`config.mk`:
```
export PLATFORM = sky130hd
export DESIGN_NAME = chroma_qam_encoder
export DESIGN_NICKNAME = d
export VERILOG_FILES = /design/src/rtl/chroma_qam_encoder.sv
export SDC_FILE = /design/constraint.sdc
export NUM_CORES = 1
export LEC_CHECK = 0
export ABC_AREA = 1
export BUFFER_PORTS_ARGS = -buffer_cell sky130_fd_sc_hd__buf_2
export CAP_MARGIN = 20
export CORE_MARGIN = 3
export CORE_UTILIZATION = 45
export DETAILED_ROUTE_END_ITERATION = 8
export REMOVE_ABC_BUFFERS = 1
export SETUP_SLACK_MARGIN = 0.15
export SYNTH_ARGS = -nofsm -noshare
export SYNTH_HDL_FRONTEND = slang
export SYNTH_SLANG_ARGS = --single-unit
```
`constraint.sdc`:
```
create_clock -name clk -period 10 [get_ports clk]
set_clock_uncertainty 0.1 [all_clocks]
set_input_delay 0.5 -clock clk [delete_from_list [all_inputs] [get_ports clk]]
set_output_delay 0.5 -clock clk [all_outputs]
set_load 0.03 [all_outputs]
```
`src/rtl/chroma_qam_encoder.sv`:
```
`default_nettype none
// chroma_qam_encoder: DDS carrier, burst sequencer, PAL V-switch and saturating QAM chroma.
// Rev 1.0 - parametrised widths, LUT depth and burst length.
module chroma_qam_encoder #(
    parameter int IN_WIDTH    = 6,
    parameter int OUT_WIDTH   = 8,
    parameter int PHASE_WIDTH = 32,
    parameter int LUT_ADDR    = 8,
    parameter int SIN_WIDTH   = 8,
    parameter int BURST_LEN   = 36
) (
    input  logic                          clk,
    input  logic                          rst,
    input  logic                          pal_mode,
    input  logic        [PHASE_WIDTH-1:0] phase_inc,
    input  logic                          newframe,
    input  logic                          newline,
    input  logic                          startburst,
    input  logic                          active,
    input  logic signed [IN_WIDTH-1:0]    yuv_u,
    input  logic signed [IN_WIDTH-1:0]    yuv_v,
    input  logic signed [IN_WIDTH-1:0]    burst_amp,
    output logic signed [OUT_WIDTH-1:0]   chroma,
    output logic                          burst_active
);
    localparam int  LUT_SIZE = 1 << LUT_ADDR;
    localparam int  OP_W     = IN_WIDTH + 1;
    localparam int  PROD_W   = IN_WIDTH + SIN_WIDTH + 1;
    localparam int  SUM_W    = PROD_W + 1;
    localparam int  CNT_W    = $clog2(BURST_LEN + 1);
    localparam real PEAK     = real'((1 << (SIN_WIDTH - 1)) - 1);
    localparam real TWO_PI   = 6.283185307179586;
    localparam logic signed [SUM_W-1:0] ROUND = SUM_W'(1 << (SIN_WIDTH - 2));
    localparam logic signed [SUM_W-1:0] MAXV  = SUM_W'((1 << (OUT_WIDTH - 1)) - 1);
    localparam logic signed [SUM_W-1:0] MINV  = SUM_W'(-(1 << (OUT_WIDTH - 1)));

    // Sine table built at elaboration; int'() of a real rounds to nearest.
    logic signed [SIN_WIDTH-1:0] lut [LUT_SIZE];
    for (genvar k = 0; k < LUT_SIZE; k++) begin : g_lut
        localparam int VAL = int'(PEAK * $sin(TWO_PI * real'(k) / real'(LUT_SIZE)));
        assign lut[k] = SIN_WIDTH'(VAL);
    end

    typedef enum logic [1:0] {IDLE = 2'd0, BURST = 2'd1, VIDEO = 2'd2} state_t;
    state_t                 state, state_nx;
    logic [CNT_W-1:0]       cnt, cnt_nx;
    logic [PHASE_WIDTH-1:0] acc;
    logic                   vswitch;

    always_ff @(posedge clk) begin
        if (rst) begin
            acc     <= '0;
            vswitch <= 1'b0;
            state   <= IDLE;
            cnt     <= '0;
        end else begin
            acc     <= newframe ? '0 : acc + phase_inc;
            if (newframe)     vswitch <= 1'b0;
            else if (newline) vswitch <= ~vswitch;
            state   <= state_nx;
            cnt     <= cnt_nx;
        end
    end

    always_comb begin
        state_nx = state;
        cnt_nx   = cnt;
        case (state)
            IDLE: begin
                if (startburst) begin
                    state_nx = BURST;
                    cnt_nx   = '0;
                end else if (active) begin
                    state_nx = VIDEO;
                end
            end
            BURST: begin
                if (startburst) begin
                    cnt_nx = '0;
                end else if (cnt == CNT_W'(BURST_LEN - 1)) begin
                    state_nx = IDLE;
                    cnt_nx   = '0;
                end else begin
                    cnt_nx = cnt + 1'b1;
                end
            end
            VIDEO: begin
                if (startburst) begin
                    state_nx = BURST;
                    cnt_nx   = '0;
                end else if (!active) begin
                    state_nx = IDLE;
                end
            end
            default: state_nx = IDLE;
        endcase
    end

    // One extra bit so -(-2^(IN_WIDTH-1)) stays representable.
    logic signed [OP_W-1:0] amp_ext, amp_neg, op_u, op_v;
    assign amp_ext = {burst_amp[IN_WIDTH-1], burst_amp};
    assign amp_neg = -amp_ext;

    always_comb begin
        op_u = '0;
        op_v = '0;
        case (state)
            BURST: begin
                op_u = amp_neg;
                op_v = pal_mode ? amp_ext : '0;
            end
            VIDEO: begin
                op_u = {yuv_u[IN_WIDTH-1], yuv_u};
                op_v = {yuv_v[IN_WIDTH-1], yuv_v};
            end
            default: ;
        endcase
    end

    logic [LUT_ADDR-1:0] addr, addr_cos;
    assign addr     = acc[PHASE_WIDTH-1 -: LUT_ADDR];
    assign addr_cos = addr + LUT_ADDR'(LUT_SIZE / 4);

    logic signed [OP_W-1:0]      s1_u, s1_v;
    logic signed [SIN_WIDTH-1:0] s1_sin, s1_cos;
    logic                        s1_neg, s1_burst;
    logic signed [PROD_W-1:0]    s2_pu, s2_pv;
    logic                        s2_burst;

    logic signed [PROD_W-1:0] u_x, v_x, sin_x, cos_x, prod_u, prod_v;
    assign u_x    = PROD_W'(s1_u);
    assign v_x    = PROD_W'(s1_v);
    assign sin_x  = PROD_W'(s1_sin);
    assign cos_x  = PROD_W'(s1_cos);
    assign prod_u = u_x * cos_x;
    assign prod_v = v_x * sin_x;

    logic signed [SUM_W-1:0] sum, shifted;
    assign sum     = SUM_W'(s2_pu) + SUM_W'(s2_pv) + ROUND;
    assign shifted = sum >>> (SIN_WIDTH - 1);

    always_ff @(posedge clk) begin
        if (rst) begin
            s1_u         <= '0;
            s1_v         <= '0;
            s1_sin       <= '0;
            s1_cos       <= '0;
            s1_neg       <= 1'b0;
            s1_burst     <= 1'b0;
            s2_pu        <= '0;
            s2_pv        <= '0;
            s2_burst     <= 1'b0;
            chroma       <= '0;
            burst_active <= 1'b0;
        end else begin
            s1_u         <= op_u;
            s1_v         <= op_v;
            s1_sin       <= lut[addr];
            s1_cos       <= lut[addr_cos];
            s1_neg       <= pal_mode & vswitch;
            s1_burst     <= (state == BURST);
            s2_pu        <= prod_u;
            s2_pv        <= s1_neg ? -prod_v : prod_v;
            s2_burst     <= s1_burst;
            if (shifted > MAXV)      chroma <= MAXV[OUT_WIDTH-1:0];
            else if (shifted < MINV) chroma <= MINV[OUT_WIDTH-1:0];
            else                     chroma <= shifted[OUT_WIDTH-1:0];
            burst_active <= s2_burst;
        end
    end
endmodule
`default_nettype wire

```
==> results of run 1 <==
flip-flops by register name, indices dropped and copies added, names as in the netlist:
name          flops
acc              32
burst_active      1
chroma            8
cnt               6
s1_burst          1
s1_cos            8
s1_neg            1
s1_sin            8
s1_u              7
s1_v              6
s2_burst          1
s2_pu            15
s2_pv            15
state             2
vswitch           1
cell type report:
type | instances | share of cell area, %
Multi-Input combinational cell | 1455 | 66.1
Sequential cell | 112 | 16.1
Inverter | 349 | 9.46
Tap cell | 378 | 3.40
Timing Repair Buffer | 71 | 2.66
Clock buffer | 9 | 1.62
Clock inverter | 7 | 0.603
through the flow:
step | instance area [µm²] | worst slack [ps] | util (%)
final | 13900 | 4800 | 49.5
after CTS | 13900 | 4770 | 49.5
after floorplan | 12800 | 5300 | -
after detailed placement | 13600 | 4810 | 48.4
after global routing | 13900 | 4390 | 49.5
after global placement | 13600 | 4980 | 48.4
power breakdown:
| group | total, mW | switching (mW) | leakage, nW | internal [mW] |
|---|---|---|---|---|
| clock network | 0.385 | 0.204 | 0.151 | 0.181 |
| logic | 0.482 | 0.321 | 6.65 | 0.161 |
| registers | 0.520 | 0.0400 | 0.914 | 0.480 |
| total | 1.39 | 0.565 | 7.72 | 0.821 |
cells by family after synthesis:
kind of cell             Yosys count  share of synthesized area, %
AND/OR/NAND/NOR                  889                          28.4
buffers and inverters            394                          11.9
AO/OA/AOI/OAI                    321                          14.2
adder cells (fa/ha/maj)          225                          26.9
flip-flops                       112                          17.3
XOR/XNOR                          19                          1.28
multiplexers                       1                        0.0771
layer usage:
metal,track usage (%),vias up
li1,-,6314
met1,29.4,5626
met2,37.6,256
met3,3.11,60
met4,7.23,0
met5,0,-
how the worst min path moves through the flow:
stage	start	endpoint	slack, ps
after floorplan	s2_burst$_SDFF_PP0_	burst_active$_SDFF_PP0_	290
after global placement	s2_burst$_SDFF_PP0_	burst_active$_SDFF_PP0_	290
after detailed placement	s1_burst$_SDFF_PP0_	s2_burst$_SDFF_PP0_	290
after CTS	yuv_v[3]	s1_v[3]$_SDFF_PP0_	250
after global routing	yuv_v[3]	s1_v[3]$_SDFF_PP0_	260
final	yuv_v[3]	s1_v[3]$_SDFF_PP0_	260
cells in the final DEF (no fill, tap or decap), types with 4 or more instances in the layout:
| master | Yosys | final |
|---|---|---|
| a21o_1 | 8 | 8 |
| a21oi_1 | 144 | 144 |
| a31oi_1 | 5 | 5 |
| a32oi_1 | 4 | 4 |
| a41oi_1 | 4 | 4 |
| and3_1 | 4 | 4 |
| buf_2 | 10 | 65 |
| buf_4 | 3 | 6 |
| clkbuf_16 | 0 | 9 |
| dfxtp_1 | 112 | 112 |
| fa_1 | 90 | 90 |
| ha_1 | 135 | 135 |
| inv_1 | 337 | 337 |
| inv_2 | 7 | 7 |
| nand2_1 | 527 | 527 |
| nand3_1 | 123 | 123 |
| nand4_1 | 14 | 14 |
| nor2_1 | 169 | 169 |
| nor2_2 | 4 | 4 |
| nor3_1 | 19 | 19 |
| o211ai_1 | 9 | 9 |
| o21a_1 | 7 | 7 |
| o21ai_0 | 73 | 73 |
| o21ai_1 | 20 | 20 |
| o21bai_1 | 14 | 14 |
| o22ai_1 | 9 | 9 |
| or2_2 | 10 | 10 |
| xnor2_1 | 12 | 12 |
| xor2_1 | 7 | 7 |
worst min-delay path, cell delays in order:
cell and delay [ps]:
buf_2 90, nand2_1 50, a21oi_1 50
==> impl_metrics.yaml, run 1 <==
routing:
  drc: 0
  routedWlPerCell_um: 14.4
  drt_iter0_drc: 817
  via_count: 12300
  highest_layer: "met4"
  wl_mm: 34.3
  drtAntennaViolNets: 0
  drtPass1Iterations: 5
  dr_wl_met3_mm: 1.37
  drt-met1-wl_mm: 15.9
  vias_per_cell: 5.15
  wl_met2_mm: 16.1
place:
  io_buffers: 65
  gp_congestion: 0.961
  hpwl_mm: 27.9
  dp.cells: 2365
clock_network:
  clk_path_buf_depth: 2
  clock_latency_ps: 380
  cts_tree: "built"
  post-cts-setup-buffer-count: 0
  clkSlewWorstSetupHoldPaths_ps: 90
  cts_resized: 0
  cts_made_buffers: 9
  clock-sinks: 112
  htree_num_levels: 3
  root_buffer: "clkbuf_16"
  cts_hold_buf: 0
logic_synthesis:
  synth_edf_count: 0
  synthesis.area_mm2: 0.0130
  yosysUniqueCellTypes: 59
  ys.flop_type: "dfxtp_1"
  ys_ff_latch: 112
  ys_seq_area_share_pct: 17.3
  syn_inst: 1961
  yosysMostFrequentCell: "nand2_1"
  synth_top_area_share_pct: 17.3
  yosys-top-cells-count: "nand2_1, inv_1, nor2_1"
  syn_area_per_cell_um2: 6.62
  yosys.area.top_type: "dfxtp_1"
  ys_warn_count: 0
  async_flop_share_pct: 0
  ys_top_cells_by_area: "dfxtp_1, nand2_1, fa_1"
setup_path:
  start_kind: "flop"
  regToRegSetupSlack_ps: 4800
  max_stage_delay_ps: 540
  rr_startpoint: "s1_v[5]$_SDFF_PP0_"
  ff2ff_path_depth: 22
  end_kind: "flop"
  worstPathCellList: "clkinv_1 -> or2_2 -> fa_1 -> fa_1 -> inv_1 -> fa_1 -> inv_1 -> fa_1 -> inv_1 -> ha_1 -> nand2_1 -> nor2_2 -> nand2_1 -> nand3_1 -> nand2_1 -> nand2_1 -> nand3_1 -> nor2_1 -> nand2_1 -> nand3_1 -> nand2_1 -> nor2_1"
  crit_fanout: 9
  timing.critical_path.max_delay_family: "adder cells"
  critical_path_required_ps: 10210
  startpoint: "s1_v[5]$_SDFF_PP0_"
  critPathKind: "flop to flop"
  cpMaxStageDelayCell: "fa_1"
  cp_num_buf_inv: 4
  cp_num_cells: 22
  cp.arrival_ps: 5410
  critPathMostFrequentCell: "nand2_1"
  crit_path_end: "s2_pv[14]$_SDFF_PP0_"
  r2r_end: "s2_pv[14]$_SDFF_PP0_"
hold_path:
  hp-class: "input pin to flop"
  worstHoldPathCells: 3
grt:
  grt.overflow.total: 0
  antenna_found_initial: 0
  grt_max_degree: 42
  grt_pass1_vias: 11900
  grt_pass1_wl_mm: 56.8
  grtUsageTotal_pct: 22.3
cells_and_area:
  drive_gt1_share_pct: 6.39
  antenna_cells: 0
  fin_nets: 2280
  fillCellCount: 2929
  seq_area_mm2: 0.00224
  layout.cells.non_filler: 2381
  multi_input_area_mm2: 0.00920
  syn2layout_area_growth_pct: 7.16
floorplan:
  die_area_mm2: 0.0309
  num_io_pins: 66
  rows: 61
  coreArea_mm2: 0.0281
  die_w_um: 176
  start_util_pct: 46.2
  die_h_um: 176
timing:
  slew_headroom_pct: 33.5
  holdWs_ps: 265
  period_needed_ps: 5200
  fin_crit_sh_pct: 52.0
  slew_viol_final: 0
  rsz0062_at_grt: "false"
  worstMarginPinSlew_ps: 996
  fmax_mhz: 192
  hold_viol_final: 0
  finalSetupViolations: 0
  fin_tns_setup_ps: 0
power_and_ir_drop:
  p_leak_nw: 7.72
  ir_drop_uv: 76.1
  p_total_mw: 1.39
  power_density_mw_per_mm2: 99.7
outcome:
  status: "completed"
job:
  drv_cap: 0
Power figures use the tool's default switching activity.
==> inputs of run 2 (changes only) <==
==> constraint.sdc (replaced) <==
create_clock -name clk -period 4.9 [get_ports clk]
set_clock_uncertainty 0.1 [all_clocks]
set_input_delay 0.245 -clock clk [delete_from_list [all_inputs] [get_ports clk]]
set_output_delay 0.245 -clock clk [all_outputs]
set_load 0.03 [all_outputs]
==> run 2 against run 1 <==
  * First-iteration DRC count is 6.1% higher
  * Critical endpoint is now s2_pv[13]$_SDFF_PP0_
  * Flip-flop and latch count stayed put
  * Register-to-register slack worse by 4400 ps
  * Global-route usage is 0.20 points higher
  * Die area stayed put
==> impl_metrics.yaml, run 2 (same netlist as run 1, synthesis figures left out) <==
cells_and_area:
  layout_commonest_cell: "nand2_1"
  stdcell_area_mm2: 0.0141
  fin_nets: 2287
  reg_top3: "acc (32), s2_pu (15), s2_pv (15)"
  syn2layout_area_growth_pct: 8.54
  fin_util_pct: 50.1
  seq_area_mm2: 0.00226
  multi_input_area_mm2: 0.00930
  drive_gt1_share_pct: 8.51
  largest_reg_flops: 32
  regMostFlops: "acc"
  antenna_cells: 0
  mostFrequentLayoutCells: "nand2_1, inv_1, nor2_1"
  fillCellCount: 2964
power_and_ir_drop:
  power_density_mw_per_mm2: 202
  p_sw_mw: 1.13
  power.share.clock_pct: 27.6
  internal-power_mw: 1.72
  p_leak_nw: 7.75
  ir_drop_uv: 169
  p_seq_share_pct: 36.9
  swShare_pct: 39.6
  combPwrFrac_pct: 35.4
timing:
  hold_viol_final: 0
  slew_viol_final: 0
  fmax_mhz: 224
  fin_tns_setup_ps: 0
  worstMarginPinSlew_ps: 994
  fin_crit_sh_pct: 91.3
  slew_headroom_pct: 33.7
  rsz0062_at_grt: "false"
  finalSetupViolations: 0
  period_needed_ps: 4470
setup_path:
  start_kind: "flop"
  r2r_end: "s2_pv[13]$_SDFF_PP0_"
  worstPathCellList: "nand2_1 -> inv_2 -> fa_2 -> inv_2 -> fa_1 -> inv_1 -> fa_1 -> inv_1 -> fa_1 -> inv_1 -> ha_4 -> nand2_2 -> nor2_2 -> nand3_1 -> nand3_1 -> nand2_1 -> nand2_1 -> nor2_1 -> nand2_1 -> nand3_1 -> nand2_1 -> nor2_1"
  cp.arrival_ps: 4620
  critical_path_required_ps: 5050
  cpMaxStageDelayCell: "fa_2"
  ff2ff_path_depth: 22
  critPathKind: "flop to flop"
  rr_startpoint: "s1_v[1]$_SDFF_PP0_"
  end_kind: "flop"
  critPathMostFrequentCell: "nand2_1"
  crit_fanout: 8
  regToRegSetupSlack_ps: 430
  max_stage_delay_ps: 590
hold_path:
  min_to: "s1_v[1]$_SDFF_PP0_"
  worstHoldPathCells: 3
  hp-class: "input pin to flop"
  worstHoldStart: "yuv_v[1]"
routing:
  drc: 0
  drt_iter0_drc: 867
  vias_per_cell: 5.19
  wl_mm: 34.6
  drtAntennaViolNets: 0
  routedWlPerCell_um: 14.5
  drtPass1Iterations: 7
  via_count: 12400
clock_network:
  root_buffer: "clkbuf_16"
  clk_path_buf_depth: 2
  cts_made_buffers: 9
  htree_num_levels: 3
  cts_tree: "built"
  clock-sinks: 112
  clock_latency_ps: 360
  clkSlewWorstSetupHoldPaths_ps: 80
grt:
  grt_pass1_wl_mm: 57.2
  grt_max_degree: 38
  antenna_found_initial: 0
  grt_pass1_vias: 11900
  grt.overflow.total: 0
  grtUsageTotal_pct: 22.5
place:
  io_buffers: 65
  hpwl_mm: 28.0
  placed_area_mm2: 0.0136
  gp_congestion: 0.910
floorplan:
  num_io_pins: 66
  coreArea_mm2: 0.0281
  die_h_um: 176
  rows: 61
  start_util_pct: 46.2
  die_area_mm2: 0.0309
  die_w_um: 176
job:
  drv_cap: 0
outcome:
  status: "completed"
-- run 2: changes by cell type in the layout (fill, tap and decap cells not counted), moves of 4 or more --
cell     change
nor2_2       +4
nand2_1      -6
dfxtp_1     -11
ha_1         -5
buf_4        +6
nor2_1       -5
dfxtp_2      +8
nand2_2      +6
-- run 2: how the worst max path moves through the flow --
stage / startpoint / to / cells past startpoint
4_1_cts: s1_v[1]$_SDFF_PP0_ / s2_pv[13]$_SDFF_PP0_ / 22
5_1_grt: s1_v[1]$_SDFF_PP0_ / s2_pv[14]$_SDFF_PP0_ / 23
6_report: s1_v[1]$_SDFF_PP0_ / s2_pv[13]$_SDFF_PP0_ / 22
3_3_place_gp: s1_v[5]$_SDFF_PP0_ / s2_pv[14]$_SDFF_PP0_ / 21
3_5_place_dp: s1_v[1]$_SDFF_PP0_ / s2_pv[13]$_SDFF_PP0_ / 22
2_1_floorplan: s1_v[5]$_SDFF_PP0_ / s2_pv[14]$_SDFF_PP0_ / 20
-- run 2: worst max-delay path, delay by kind of cell (launching register included) --
kind	cells	cell delay, ps
buffers and inverters	5	330
and+or+nand+nor	12	1080
DFF	1	390
adders and majority gates	5	2460
-- run 2: metal layers --
metal	part of all wire (%)	global-route usage (%)	vias up
met2	47	38.8	281
met1	47	30.2	5745
met3	3.9	2.59	48
met5	0	0	-
met4	1.9	5.11	0
li1	-	-	6325
-- run 2: what timing repair did --
item / in CTS / in global routing
hold buffers: 0 / 0
resized for setup: 0 / 41
buffers inserted: 0 / 1
setup endpoints to repair: 0 / 8
-- run 2: power groups by stage --
stage               sequential, mW  combinational, mW  clock [mW]
finish                        1.05               1.01       0.788
CTS                           1.05              0.992       0.808
global route                  1.06               1.15       0.842
detailed placement            1.07              0.986           0
global placement              1.07              0.981           0
floorplan                     1.08              0.689           0
-- run 2: through the flow --
step,power [mW],worst slack [ps],hold WS [ps],cells
after global placement,2.05,291,289,2370
after detailed placement,2.06,192,299,2370
after global routing,3.05,141,13.2,2388
after floorplan,1.76,200,214,1916
after CTS,2.85,163,12.8,2386
final,2.85,427,17.8,2388
-- run 2: cell type report --
cell class                      count  area share, %
Inverter                          349           9.34
Multi-Input combinational cell   1455           66.0
Tap cell                          378           3.36
Clock inverter                      7          0.551
Sequential cell                   112           16.1
Clock buffer                        9           1.60
Timing Repair Buffer               78           3.05
==> inputs of run 3 (changes only) <==
==> constraint.sdc (replaced) <==
create_clock -name clk -period 5.6 [get_ports clk]
set_clock_uncertainty 0.1 [all_clocks]
set_input_delay 0.28 -clock clk [delete_from_list [all_inputs] [get_ports clk]]
set_output_delay 0.28 -clock clk [all_outputs]
set_load 0.03 [all_outputs]
==> run 3 against run 2 <==
  * Maximum frequency decreased by 12%
  * Clock power decreased by 17%
  * Sequential share of layout area increased by 0.076 points
  * Global-route usage decreased by 0.29 points
  * Highest routed layer unchanged
==> impl_metrics.yaml, run 3 (same netlist as run 1, synthesis figures left out) <==
outcome:
  status: "completed"
setup_path:
  critPathKind: "flop to flop"
  critical_path_required_ps: 5760
  end_kind: "flop"
  crit_fanout: 9
  cp.arrival_ps: 5260
  start_kind: "flop"
floorplan:
  die_w_um: 176
  coreArea_mm2: 0.0281
  start_util_pct: 46.2
  die_h_um: 176
  rows: 61
  num_io_pins: 66
  die_area_mm2: 0.0309
timing:
  rsz0062_at_grt: "false"
  slew_headroom_pct: 33.0
  hold_viol_final: 0
  period_needed_ps: 5100
  fin_ws_ps: 503
  fmax_mhz: 196
  finalSetupViolations: 0
  slew_viol_final: 0
  worstMarginPinSlew_ps: 1000
  fin_crit_sh_pct: 91.0
  fin_tns_setup_ps: 0
power_and_ir_drop:
  swShare_pct: 40.4
  p_seq_share_pct: 37.9
  p_sw_uw: 986
  p_leak_nw: 7.70
  ir_drop_uv: 128
  internal-power_mw: 1.46
  power.share.clock_pct: 26.8
  combPwrFrac_pct: 35.3
  power_density_mw_per_mm2: 176
clock_network:
  htree_num_levels: 3
  clkSlewWorstSetupHoldPaths_ps: 90
  clk_path_buf_depth: 2
  cts_made_buffers: 9
  cts_resized: 0
  clock-sinks: 112
  root_buffer: "clkbuf_16"
  cts_tree: "built"
  clock_latency_ps: 370
  post-cts-setup-buffer-count: 0
  cts_hold_buf: 0
cells_and_area:
  fin_nets: 2280
  drive_gt1_share_pct: 6.44
  fin_util_pct: 49.4
  syn2layout_area_growth_pct: 7.02
  reg_top3: "acc (32), s2_pu (15), s2_pv (15)"
  antenna_cells: 0
  layout_commonest_cell: "nand2_1"
  fillCellCount: 2958
  largest_reg_flops: 32
  regMostFlops: "acc"
  mostFrequentLayoutCells: "nand2_1, inv_1, nor2_1"
grt:
  grtUsageTotal_pct: 22.2
  grt_pass1_wl_mm: 56.8
  antenna_found_initial: 0
  grt_max_degree: 42
  grt.overflow.total: 0
  grt_pass1_vias: 11800
routing:
  wl_mm: 34.1
  drc: 0
  routedWlPerCell_um: 14.3
  via_count: 12200
  drtAntennaViolNets: 0
  vias_per_cell: 5.14
  drt_iter0_drc: 895
  drtPass1Iterations: 5
place:
  place_ws_ps: 465
  hpwl_mm: 27.7
  gp_congestion: 0.951
  io_buffers: 65
job:
  drv_cap: 0
hold_path:
  hp-class: "input pin to flop"
## run 3: cell count changes in the layout (fill, tap and decap cells not counted), sizes merged
cell,before,now
clkinv,5,3
clkinvlp,1,3
buf,77,71
inv,349,350
clkbuf,10,9
bufinv,1,0
## run 3: power by group through the flow
stage | Clock (mW) | Sequential [mW] | Combinational (mW)
after floorplan | 0 | 0.942 | 0.603
after global placement | 0 | 0.945 | 0.851
after detailed placement | 0 | 0.945 | 0.849
after CTS | 0.676 | 0.927 | 0.854
after global routing | 0.701 | 0.936 | 0.979
final | 0.655 | 0.926 | 0.861
## run 3: per-stage QoR
step	total power, mW	cells	hold slack, ps	instance area, µm²
2_1_floorplan	1.54	1916	249	12800
3_3_place_gp	1.80	2365	289	13600
3_5_place_dp	1.79	2365	294	13600
4_1_cts	2.46	2381	42.3	13900
5_1_grt	2.62	2381	54.9	13900
6_report	2.44	2381	56.6	13900
## run 3: area by class of cell
class                           count  area, µm²  area share, %
Sequential cell                   112       2240           16.1
Timing Repair Buffer               71        370           2.67
Inverter                          349       1320           9.50
Multi-Input combinational cell   1455       9200           66.2
Tap cell                          378        473           3.41
Clock buffer                        9        225           1.62
Clock inverter                      7       61.3          0.441
## run 3: worst max-delay path, cell delays in order, from the launching register on
cell        delay, ps
dfxtp_1           520
clkinvlp_4        300
or2_2             350
fa_1              510
fa_1              550
inv_1              50
fa_1              520
inv_1              50
fa_1              520
inv_1              40
ha_1              380
nand2_1           140
nor2_2            120
nand2_1            70
nand3_1            70
nand2_1            50
nand2_1           150
nand3_1           130
nor2_1            100
nand2_1            80
a21oi_1           140
nor2_1             60
## run 3: path summary, 6_finish.rpt
check,from,to,slack (ps),depth (start not counted)
worst max register to register,s1_v[5]$_SDFF_PP0_,s2_pv[14]$_SDFF_PP0_,500,21
worst min-delay path,yuv_v[3],s1_v[3]$_SDFF_PP0_,60,3
worst min register to register,s1_burst$_SDFF_PP0_,s2_burst$_SDFF_PP0_,310,2
worst max-delay path,s1_v[5]$_SDFF_PP0_,s2_pv[14]$_SDFF_PP0_,500,21
## run 3: metal layers
layer	wire, µm	GRT usage, %
met1	16000	29.7
met2	16100	37.9
met3	1380	2.70
met4	643	5.91
met5	0	0
